==> config.mk <==
export PLATFORM = sky130hd
export DESIGN_NAME = iob_native_rr_arbiter
export DESIGN_NICKNAME = d
export VERILOG_FILES = /design/src/rtl/iob_native_rr_arbiter_pkg.sv /design/src/rtl/iob_native_rr_arbiter_prio_enc.sv /design/src/rtl/iob_native_rr_arbiter.sv
export SDC_FILE = /design/constraint.sdc
export NUM_CORES = 1
export LEC_CHECK = 0
export BUFFER_PORTS_ARGS = -buffer_cell sky130_fd_sc_hd__buf_2
export CORE_AREA = 5 5 118 120
export CTS_BUF_LIST = sky130_fd_sc_hd__clkbuf_4 sky130_fd_sc_hd__clkbuf_8 sky130_fd_sc_hd__clkbuf_16
export DETAILED_ROUTE_END_ITERATION = 10
export DIE_AREA = 0 0 123 125
export PLACE_DENSITY_LB_ADDON = 0.08
export SLEW_MARGIN = 20
export SYNTH_ARGS = -nofsm -noshare
export SYNTH_HDL_FRONTEND = slang
export SYNTH_SLANG_ARGS = --single-unit
==> constraint.sdc <==
create_clock -name clk_i -period 2.1 [get_ports clk_i]
set_input_delay 0.315 -clock clk_i [delete_from_list [all_inputs] [get_ports clk_i]]
set_output_delay 0.315 -clock clk_i [all_outputs]
set_load 0.01 [all_outputs]
==> src/rtl/iob_native_rr_arbiter_pkg.sv <==
// Purpose : shared types for the IOb-native round-robin arbiter.
// Latency : n/a (types only).
// Backpressure: n/a.
package iob_native_rr_arbiter_pkg;

    // Bus-ownership phases of the arbiter.
    typedef enum logic [1:0] {
        ST_IDLE     = 2'd0,
        ST_REQ      = 2'd1,
        ST_WAIT_RSP = 2'd2
    } arb_state_t;

    // Bytes per data word, i.e. wstrb width.
    function automatic int strb_width(input int data_w);
        return data_w / 8;
    endfunction

endpackage

==> src/rtl/iob_native_rr_arbiter_prio_enc.sv <==
// Purpose : round-robin priority encoder, first requester at or above the one-hot pointer wins.
// Latency : combinational.
// Backpressure: none; o_grant is zero when i_req is zero.
// Ports   : i_req (request vector), i_ptr (one-hot start position), o_grant (one-hot winner).
module iob_native_rr_arbiter_prio_enc #(
    parameter int N = 2
) (
    input  logic [N-1:0] i_req,
    input  logic [N-1:0] i_ptr,
    output logic [N-1:0] o_grant
);

    localparam int PW = (N > 1) ? $clog2(N) : 1;

    logic [PW-1:0]  w_ptr_idx;
    logic [N-1:0]   w_req_rot;
    logic [N-1:0]   w_gnt_rot;
    logic [2*N-1:0] w_gnt_dbl;

    always_comb begin
        w_ptr_idx = '0;
        for (int i = 0; i < N; i++) begin
            if (i_ptr[i]) begin
                w_ptr_idx = w_ptr_idx | PW'(i);
            end
        end
    end

    // Rotate right so the pointer position lands on bit 0.
    assign w_req_rot = N'({i_req, i_req} >> w_ptr_idx);

    always_comb begin
        w_gnt_rot = '0;
        for (int i = 0; i < N; i++) begin
            if (w_req_rot[i] && (w_gnt_rot == '0)) begin
                w_gnt_rot[i] = 1'b1;
            end
        end
    end

    // Undo the rotation; bits shifted past N wrap back via the upper half.
    assign w_gnt_dbl = {{N{1'b0}}, w_gnt_rot} << w_ptr_idx;
    assign o_grant   = w_gnt_dbl[N-1:0] | w_gnt_dbl[2*N-1:N];

endmodule

==> src/rtl/iob_native_rr_arbiter.sv <==
// Purpose : shares one IOb-native slave among N_MASTERS masters, round-robin, one transaction in flight.
// Latency : 1 cycle request->s_avalid_o; 1 idle cycle between back-to-back transactions.
// Backpressure: s_ready_i low holds the granted lane in REQ; others wait; watchdog frees a silent read.
// Ports   : m_* per-master lanes (packed, master k at k*W), s_* slave side, grant_o debug, timeout_o pulse.
module iob_native_rr_arbiter
    import iob_native_rr_arbiter_pkg::*;
#(
    parameter int N_MASTERS = 2,
    parameter int ADDR_W    = 32,
    parameter int DATA_W    = 32,
    parameter int TIMEOUT_W = 8
) (
    input  logic                            clk_i,
    input  logic                            arst_n_i,
    input  logic [N_MASTERS-1:0]            m_avalid_i,
    input  logic [N_MASTERS*ADDR_W-1:0]     m_addr_i,
    input  logic [N_MASTERS*DATA_W-1:0]     m_wdata_i,
    input  logic [N_MASTERS*(DATA_W/8)-1:0] m_wstrb_i,
    output logic [N_MASTERS*DATA_W-1:0]     m_rdata_o,
    output logic [N_MASTERS-1:0]            m_rvalid_o,
    output logic [N_MASTERS-1:0]            m_ready_o,
    output logic                            s_avalid_o,
    output logic [ADDR_W-1:0]               s_addr_o,
    output logic [DATA_W-1:0]               s_wdata_o,
    output logic [DATA_W/8-1:0]             s_wstrb_o,
    input  logic [DATA_W-1:0]               s_rdata_i,
    input  logic                            s_rvalid_i,
    input  logic                            s_ready_i,
    output logic [N_MASTERS-1:0]            grant_o,
    output logic                            timeout_o
);

    localparam int STRB_W = DATA_W / 8;
    localparam logic [TIMEOUT_W-1:0] WDOG_ONE = {{(TIMEOUT_W-1){1'b0}}, 1'b1};
    localparam logic [TIMEOUT_W-1:0] WDOG_MAX = '1;

    arb_state_t             r_state;
    arb_state_t             w_state_nxt;
    logic [N_MASTERS-1:0]   r_grant;
    logic [N_MASTERS-1:0]   w_grant_nxt;
    logic [N_MASTERS-1:0]   r_ptr;
    logic [N_MASTERS-1:0]   w_ptr_nxt;
    logic [TIMEOUT_W-1:0]   r_wdog;
    logic [N_MASTERS-1:0]   w_arb_grant;
    logic                   w_release;
    logic                   w_timeout;

    logic                   w_sel_avalid;
    logic [ADDR_W-1:0]      w_sel_addr;
    logic [DATA_W-1:0]      w_sel_wdata;
    logic [STRB_W-1:0]      w_sel_wstrb;

    iob_native_rr_arbiter_prio_enc #(
        .N (N_MASTERS)
    ) u_prio_enc (
        .i_req   (m_avalid_i),
        .i_ptr   (r_ptr),
        .o_grant (w_arb_grant)
    );

    // AND-OR lane mux driven by the registered one-hot grant.
    always_comb begin
        w_sel_avalid = 1'b0;
        w_sel_addr   = '0;
        w_sel_wdata  = '0;
        w_sel_wstrb  = '0;
        for (int k = 0; k < N_MASTERS; k++) begin
            if (r_grant[k]) begin
                w_sel_avalid = w_sel_avalid | m_avalid_i[k];
                w_sel_addr   = w_sel_addr  | m_addr_i[k*ADDR_W +: ADDR_W];
                w_sel_wdata  = w_sel_wdata | m_wdata_i[k*DATA_W +: DATA_W];
                w_sel_wstrb  = w_sel_wstrb | m_wstrb_i[k*STRB_W +: STRB_W];
            end
        end
    end

    always_comb begin
        w_state_nxt = r_state;
        w_grant_nxt = r_grant;
        w_ptr_nxt   = r_ptr;
        w_release   = 1'b0;
        w_timeout   = 1'b0;
        case (r_state)
            ST_IDLE: begin
                if (|m_avalid_i) begin
                    w_state_nxt = ST_REQ;
                    w_grant_nxt = w_arb_grant;
                end
            end
            ST_REQ: begin
                // A master dropping avalid before ready abandons the request.
                if (!w_sel_avalid) begin
                    w_release = 1'b1;
                end else if (s_ready_i) begin
                    if (w_sel_wstrb == '0) begin
                        w_state_nxt = ST_WAIT_RSP;
                    end else begin
                        w_release = 1'b1;
                    end
                end
            end
            ST_WAIT_RSP: begin
                // A response arriving on the last watchdog cycle still wins.
                if (s_rvalid_i) begin
                    w_release = 1'b1;
                end else if (r_wdog == WDOG_MAX) begin
                    w_timeout = 1'b1;
                    w_release = 1'b1;
                end
            end
            default: begin
                w_state_nxt = ST_IDLE;
                w_grant_nxt = '0;
            end
        endcase
        if (w_release) begin
            w_state_nxt = ST_IDLE;
            w_grant_nxt = '0;
            w_ptr_nxt   = {r_grant[N_MASTERS-2:0], r_grant[N_MASTERS-1]};
        end
    end

    always_ff @(posedge clk_i or negedge arst_n_i) begin
        if (!arst_n_i) begin
            r_state <= ST_IDLE;
            r_grant <= '0;
            r_ptr   <= {{(N_MASTERS-1){1'b0}}, 1'b1};
            r_wdog  <= '0;
        end else begin
            r_state <= w_state_nxt;
            r_grant <= w_grant_nxt;
            r_ptr   <= w_ptr_nxt;
            r_wdog  <= ((r_state == ST_WAIT_RSP) && (w_state_nxt == ST_WAIT_RSP))
                       ? r_wdog + WDOG_ONE : '0;
        end
    end

    assign s_avalid_o = (r_state == ST_REQ) && w_sel_avalid;
    assign s_addr_o   = (r_state == ST_REQ) ? w_sel_addr  : '0;
    assign s_wdata_o  = (r_state == ST_REQ) ? w_sel_wdata : '0;
    assign s_wstrb_o  = (r_state == ST_REQ) ? w_sel_wstrb : '0;

    assign m_ready_o  = ((r_state == ST_REQ) && s_ready_i)       ? r_grant : '0;
    assign m_rvalid_o = ((r_state == ST_WAIT_RSP) && s_rvalid_i) ? r_grant : '0;

    always_comb begin
        m_rdata_o = '0;
        for (int k = 0; k < N_MASTERS; k++) begin
            if ((r_state == ST_WAIT_RSP) && r_grant[k]) begin
                m_rdata_o[k*DATA_W +: DATA_W] = s_rdata_i;
            end
        end
    end

    assign grant_o   = r_grant;
    assign timeout_o = w_timeout;

endmodule

==> results of run 1 <==
## path summary, 6_finish.rpt
check                      cells past startpoint       start            end
max                                            5  r_state[0]  m_rdata_o[61]
min                                            3   s_ready_i     r_state[1]
max reg2reg                                    6  r_state[0]      r_wdog[4]
min reg2reg                                    1   r_wdog[0]      r_wdog[0]
max in group asynchronous                      2    arst_n_i     grant_o[1]
min in group asynchronous                      2    arst_n_i       r_ptr[1]
## flip-flops by register name, indices dropped and copies added, names as in the netlist
signal   count
r_wdog       8
grant_o      2
r_state      2
r_ptr        1
## report_power, final
group	internal, mW	switching [mW]
Combinational	1.01	1.28
Clock	0.268	0.0980
Sequential	0.288	0.0552
Total	1.56	1.44
## cells by family after synthesis
family | after synthesis | share of synthesized area [%]
AOI/OAI and AO/OA | 90 | 29.0
buffers and inverters | 46 | 7.69
DFF | 13 | 13.9
and+or+nand+nor | 165 | 44.5
xor gates and xnor gates | 6 | 2.24
adders and majority gates | 5 | 2.67
## through the flow
step	cell area (um^2)	hold slack, ps	power, mW	util (%)	worst slack, ps
after floorplan	2340	19.4	1.75	-	305
after global placement	4100	230	2.63	31.8	299
after detailed placement	4100	233	2.63	31.8	244
after CTS	4190	408	3.01	32.5	46.1
after global routing	4210	436	3.26	32.7	37.8
final	4210	410	3.00	32.7	151
## metal layers
metal	share of wire (%)	wire length (um)	vias up
met5	0	0	-
met4	1.3	187	0
met3	7.0	1010	12
met2	53	7580	138
met1	39	5620	1713
li1	-	-	1785
## placed cells by master, fill, tap and decap left out, types with 3 or more instances in the layout
cell type	n
sky130_fd_sc_hd__clkbuf_16	3
sky130_fd_sc_hd__nor2b_1	69
sky130_fd_sc_hd__xnor2_1	3
sky130_fd_sc_hd__a21oi_1	3
sky130_fd_sc_hd__a22oi_1	69
sky130_fd_sc_hd__nand2_1	6
sky130_fd_sc_hd__ha_1	4
sky130_fd_sc_hd__xor2_1	3
sky130_fd_sc_hd__and3_1	71
sky130_fd_sc_hd__inv_1	5
sky130_fd_sc_hd__buf_4	10
sky130_fd_sc_hd__nor3_2	7
sky130_fd_sc_hd__nand3_1	5
sky130_fd_sc_hd__buf_2	313
sky130_fd_sc_hd__dfrtp_1	11
## worst max-delay path, delay by kind of cell, from the launching register on
kind / cells / cell delay, ps
adder cells (fa/ha/maj): 1 / 220
flip-flops: 1 / 450
buffers and inverters: 3 / 520
AND/OR/NAND/NOR: 1 / 210
## final cells by class
type	instances	area [um^2]	share of cell area, %
multi-input combinational	266	1860	44.1
timing repair buffer	327	1700	40.4
sequential	13	328	7.78
tap	176	220	5.23
clock buffer	4	82.6	1.96
inverter	5	18.8	0.446
antenna	1	2.50	0.0594
## repair_timing
item | CTS | global route
setup endpoints to repair | 0 | 18
hold endpoints to repair | 13 | 0
resized for setup | 0 | 3
hold buffers | 1 | 0
==> results.md, run 1 <==
| Parameter | This run | Unit |
| --- | --- | --- |
| Met1 usage in global routing | 20.0 | % |
| Die Width | 123 | um |
| Layout Cells excl Fill | 792 | - |
| Die area | 15400 | um^2 |
| Register-to-register setup slack | 240 | ps |
| Synthesized instance count | 325 | - |
| Post-route setup TNS | 0 | ps |
| Core Area | 12900 | um^2 |
| Sequential fraction of the synthesis area | 13.9 | % |
| Most common cell in the synthesized netlist | sky130_fd_sc_hd__and3_1 | - |
| Share of the clock period used by the worst path | 92.8 | % |
| Total number of H-tree levels | 1 | - |
| Min-Delay Path Class | in -> reg | - |
| Avg Inst Size Synth | 7.21 | um^2 |
| Clock edge transition at the registers on the reported setup and hold paths | 40 | ps |
| Synth warnings | 0 | - |
| Post-synthesis to final-layout area growth | 79.7 | % |
| Final hold vios | 0 | - |
| Global routing met2 resource utilization | 31.1 | % |
| Buffers from clock root to sink, at most | 2 | - |
| Global-route usage over all layers | 16.7 | % |
| Clock latency reported for the late side of the worst-skew pair | 240 | ps |
| Placer's final routability congestion estimate | 0.868 | - |
| Fill cell total of the finished layout | 1439 | - |
| Post-CTS setup buffer count | 0 | - |
| Share of Yosys cell area claimed by the top area cell type | 22.1 | % |
| Setup repair after global routing missed its margin | no | - |
| Crit start category | register | - |
| Number of flops mapped to enable cells by yosys | 0 | - |
| Most crowded layer after global routing | met2 | - |
| Relative max-transition margin | 63.8 | % |
| Ranking of synthesized cells by area | sky130_fd_sc_hd__a22oi_1 (22%), sky130_fd_sc_hd__and3_1 (19%), sky130_fd_sc_hd__nor2b_1 (18%) | - |
| Detail Placement HPWL | 11900 | um |
| Slew at the pin with the worst max-slew slack | 542 | ps |
| Die Ht | 125 | um |
| Post-detailed-route via-to-cell ratio | 4.61 | - |
| Initial DRC count | 229 | - |
| Number of buffers added on ports | 313 | - |
| Worst Path Required | 1780 | ps |
| Most frequent cells after synthesis | sky130_fd_sc_hd__and3_1 (71), sky130_fd_sc_hd__a22oi_1 (69), sky130_fd_sc_hd__nor2b_1 (69) | - |
| Outcome | complete, no violations | - |
| Met3 track demand over resource in global routing | 3.12 | % |
| Fmax | 513 | MHz |
| Detailed-route via count | 3648 | - |
| Drt pass-1 iters | 4 | - |
| Gr ovfl total | 0 | - |
| Cell-by-cell listing of the critical path | inv_1, ha_1, buf_6, and3_1, buf_2 | - |
| Syn nets | 504 | - |
| Count of clock tree sinks | 13 | - |
| Synthesized cell area | 2340 | um^2 |
| Slowest cell on the critical path | sky130_fd_sc_hd__dfrtp_1 | - |
| TritonCTS clock tree | done | - |
| Share of flip-flops with an asynchronous set or reset after synthesis | 100 | % |
| Number of remaining DRC errors | 0 | - |
| Setup-violating endpoint count in the final report | 0 | - |
| Data arrival time at the worst-slack endpoint | 1630 | ps |
| Worst Path Class, Setup | reg -> out | - |
| Number of flip-flops and latches in the synthesized netlist | 13 | - |
| Num CTS Buffers | 3 | - |
| Pin count of the biggest net entering global routing | 52 | - |
| Sort of element at the end of the critical path | primary output | - |
| Maximum fanout encountered on the critical timing path | 41 | - |
| Share of cells above drive strength 1 | 55.9 | % |
| Total Wirelength | 14400 | um |
| Effective utilization at floorplan | 18.2 | % |
| Largest stage delay, worst path | 450 | ps |
| Initial antenna violation count | 0 | - |
| Number of nets with antenna violations after routing | 0 | - |
| First-pass GRT wire length | 20400 | um |
| Most frequently used flop master after synthesis | sky130_fd_sc_hd__dfrtp_1 | - |
| Max-slew violation count | 0 | - |
| Leakage power of the design | 2.51 | nW |
| Min Tclk post-route | 1950 | ps |
| Peak supply drop | 288 | uV |
| Routed wirelength normalized by instance count | 18.2 | um |
| Max capacitance violation total | 0 | - |
| Cell area power density | 713 | nW/um^2 |
| Row cnt | 42 | - |
| Master cell of the clock root buffer | sky130_fd_sc_hd__clkbuf_16 | - |
| Num ports | 314 | - |
| Top cell type by total area after synthesis | sky130_fd_sc_hd__a22oi_1 | - |
| # nets final | 795 | - |
| Yosys cell types | 34 | - |
| Worst-case clock skew | 1.61 | ps |
| Placed Instances | 786 | - |
| Number of global-route vias before repair | 3411 | - |
No activity file was read; power rests on OpenSTA's default activity.
==> run 2, diff against run 1 <==
--- a/config.mk
+++ b/config.mk
@@ -6,10 +6,10 @@
 export NUM_CORES = 1
 export LEC_CHECK = 0
 export BUFFER_PORTS_ARGS = -buffer_cell sky130_fd_sc_hd__buf_2
-export CORE_AREA = 5 5 118 120
+export CORE_AREA = 5 5 120 122
 export CTS_BUF_LIST = sky130_fd_sc_hd__clkbuf_4 sky130_fd_sc_hd__clkbuf_8 sky130_fd_sc_hd__clkbuf_16
 export DETAILED_ROUTE_END_ITERATION = 10
-export DIE_AREA = 0 0 123 125
+export DIE_AREA = 0 0 125 127
 export PLACE_DENSITY_LB_ADDON = 0.08
 export SLEW_MARGIN = 20
 export SYNTH_ARGS = -nofsm -noshare
==> constraint.sdc (replaced) <==
create_clock -name clk_i -period 2.4 [get_ports clk_i]
set_input_delay 0.36 -clock clk_i [delete_from_list [all_inputs] [get_ports clk_i]]
set_output_delay 0.36 -clock clk_i [all_outputs]
set_load 0.01 [all_outputs]
==> run 2 against run 1 <==
Against the previous run:
- clock-buffer cell count did not move
- cell count fell by 0.63%
- via count is 1.4% lower
- design area down 1.4%
- first-iteration DRC count is 14% lower
- worst hold slack lost 400 ps
- clock power down 9.3%
- clock skew is 3.6 ps higher
- critical path type unchanged
- highest routed layer unchanged
==> results.md, run 2 (synthesis results as in run 1) <==
| Parameter | This run | Unit | vs previous |
| --- | --- | --- | --- |
| Outcome | complete, no violations | - | unchanged |
| Register-to-register setup slack | 570 | ps | was 240 ps |
| Effective utilization at floorplan | 17.9 | % | was 18.2% |
| Clock edge transition at the registers on the reported setup and hold paths | 50 | ps | was 40 ps |
| Worst Path Required | 2040 | ps | was 1780 ps |
| Num ports | 314 | - | unchanged |
| Pin count of the biggest net entering global routing | 68 | - | was 52 |
| Number of global-route vias before repair | 3392 | - | was 3411 |
| Number of buffers added on ports | 313 | - | unchanged |
| Final hold vios | 0 | - | unchanged |
| Row cnt | 42 | - | unchanged |
| Die area | 15900 | um^2 | was 15400 um^2 |
| Master cell of the clock root buffer | sky130_fd_sc_hd__clkbuf_16 | - | unchanged |
| Stages on the worst setup path | 5 | - | unchanged |
| Number of cells on the worst reg-to-reg path | 6 | - | unchanged |
| Total power draw | 2.58 | mW | was 3.00 mW |
| Setup repair after global routing missed its margin | no | - | unchanged |
| Die Ht | 127 | um | was 125 um |
| Slew at the pin with the worst max-slew slack | 550 | ps | was 542 ps |
| Share of cells above drive strength 1 | 55.6 | % | was 55.9% |
| Initial DRC count | 198 | - | was 229 |
| Cell area power density | 622 | nW/um^2 | was 713 nW/um^2 |
| Count of clock tree sinks | 13 | - | unchanged |
| Worst setup startpoint | r_state[0] | - | unchanged |
| Share of the clock period used by the worst path | 90.1 | % |  |
| Number of flip-flops under the largest register name | 8 | - | unchanged |
| Post-synthesis to final-layout area growth | 77.1 | % | was 79.7% |
| Detail Placement HPWL | 11600 | um | was 11900 um |
| Die Width | 125 | um | was 123 um |
| Capture instance of the worst register-to-register path | r_wdog[6] | - | was r_wdog[4] |
| Placer's final routability congestion estimate | 0.856 | - | was 0.868 |
| First-pass GRT wire length | 20100 | um | was 20400 um |
| Register with the most flip-flops | r_wdog | - | unchanged |
| Number of remaining DRC errors | 0 | - | unchanged |
| Total number of H-tree levels | 1 | - | unchanged |
| Peak supply drop | 280 | uV | was 288 uV |
| Setup-violating endpoint count in the final report | 0 | - | unchanged |
| Global-route usage over all layers | 15.6 | % | was 16.7% |
| Max-slew violation count | 0 | - | unchanged |
| # nets final | 790 | - | was 795 |
| Initial antenna violation count | 1 | - | was 0 |
| Slowest cell on the critical path | sky130_fd_sc_hd__dfrtp_1 | - | unchanged |
| Min Tclk post-route | 2160 | ps |  |
| Most frequent cells in the layout | sky130_fd_sc_hd__buf_2 (313), sky130_fd_sc_hd__and3_1 (71), sky130_fd_sc_hd__a22oi_1 (69), sky130_fd_sc_hd__nor2b_1 (69), sky130_fd_sc_hd__dfrtp_1 (11) | - | unchanged |
| Placed Instances | 782 | - | was 786 |
| Worst-case clock skew | 5.23 | ps | was 1.61 ps |
| Post-route setup TNS | 0 | ps | unchanged |
| Leakage power of the design | 2.49 | nW | was 2.51 nW |
| Tightest hold margin | 9.66 | ps | was 410 ps |
| Total Wirelength | 14100 | um | was 14400 um |
| Drt pass-1 iters | 4 | - | unchanged |
| Family with the most delay on the worst path | buffers and inverters | - | unchanged |
| Core Area | 13100 | um^2 | was 12900 um^2 |
| Routed wirelength normalized by instance count | 17.9 | um | was 18.2 um |
| Sort of element at the end of the critical path | primary output | - | unchanged |
| Maximum fanout encountered on the critical timing path | 48 | - | was 41 |
| Worst Path Class, Setup | reg -> out | - | unchanged |
| Largest stage delay, worst path | 410 | ps | was 450 ps |
| Cts hold-fix bufs | 0 | - | was 1 |
| Gr ovfl total | 0 | - | unchanged |
| TritonCTS clock tree | done | - | unchanged |
| Layout Cells excl Fill | 787 | - | was 792 |
| Number of nets with antenna violations after routing | 0 | - | unchanged |
| Source of the worst register-to-register timing path | r_state[0] | - | unchanged |
| Relative max-transition margin | 63.4 | % | was 63.8% |
| Min-Delay Path Class | in -> async | - | was in -> reg |
| Data arrival time at the worst-slack endpoint | 1800 | ps | was 1630 ps |
| Buffers from clock root to sink, at most | 2 | - | unchanged |
| Most frequent standard cell in the layout excluding fill and tap cells | sky130_fd_sc_hd__buf_2 | - | unchanged |
| Post-cts resize count | 0 | - | unchanged |
| Clock latency reported for the late side of the worst-skew pair | 250 | ps | was 240 ps |
| Post-detailed-route via-to-cell ratio | 4.57 | - | was 4.61 |
| Buffers plus inverters on the worst setup path | 3 | - | unchanged |
| Fill cell total of the finished layout | 1445 | - | was 1439 |
| Num CTS Buffers | 3 | - | unchanged |
| Max capacitance violation total | 0 | - | unchanged |
| Cell-by-cell listing of the critical path | inv_1, ha_1, buf_4, and3_1, buf_2 | - | was inv_1, ha_1, buf_6, and3_1, buf_2 |
| Fmax | 462 | MHz |  |
| Crit start category | register | - | unchanged |
| Detailed-route via count | 3596 | - | was 3648 |
| Post-CTS setup buffer count | 0 | - | unchanged |
[run 2: worst max-delay path by stage]
stage	endpoint	slack, ps
floorplan	s_wdata_o[10]	560
global placement	m_rdata_o[29]	570
detailed placement	m_rdata_o[2]	520
CTS	m_rdata_o[33]	240
global route	m_rdata_o[57]	90
finish	m_rdata_o[29]	240
[run 2: per-layer routing]
metal,share of wire [%],GRT usage (%),vias up
met5,0,0,-
met4,0.42,1.47,0
met3,5.9,3.38,4
met2,53,29.6,150
met1,40,18.6,1671
li1,-,-,1771
[run 2: through the flow]
step           worst slack (ps)  utilization (%)  cell area, um^2
3_5_place_dp                521             31.1             4070
6_report                    237             31.7             4150
5_1_grt                    89.8             31.7             4150
4_1_cts                     244             31.7             4150
2_1_floorplan               560                -             2340
3_3_place_gp                572             31.1             4070
[run 2: power by group]
group | leakage (nW) | internal [mW] | switching (mW)
combinational | 2.27 | 0.839 | 1.11
clock | 0.0416 | 0.236 | 0.0964
sequential | 0.174 | 0.252 | 0.0459
total | 2.49 | 1.33 | 1.25
[run 2: area by class of cell]
class / instances / area [um^2] / share of cell area [%]
antenna: 1 / 2.50 / 0.0603
clock buffer: 4 / 82.6 / 1.99
inverter: 5 / 18.8 / 0.452
multi-input combinational: 266 / 1840 / 44.3
sequential: 13 / 328 / 7.90
tap: 176 / 220 / 5.30
timing repair buffer: 322 / 1660 / 40.0
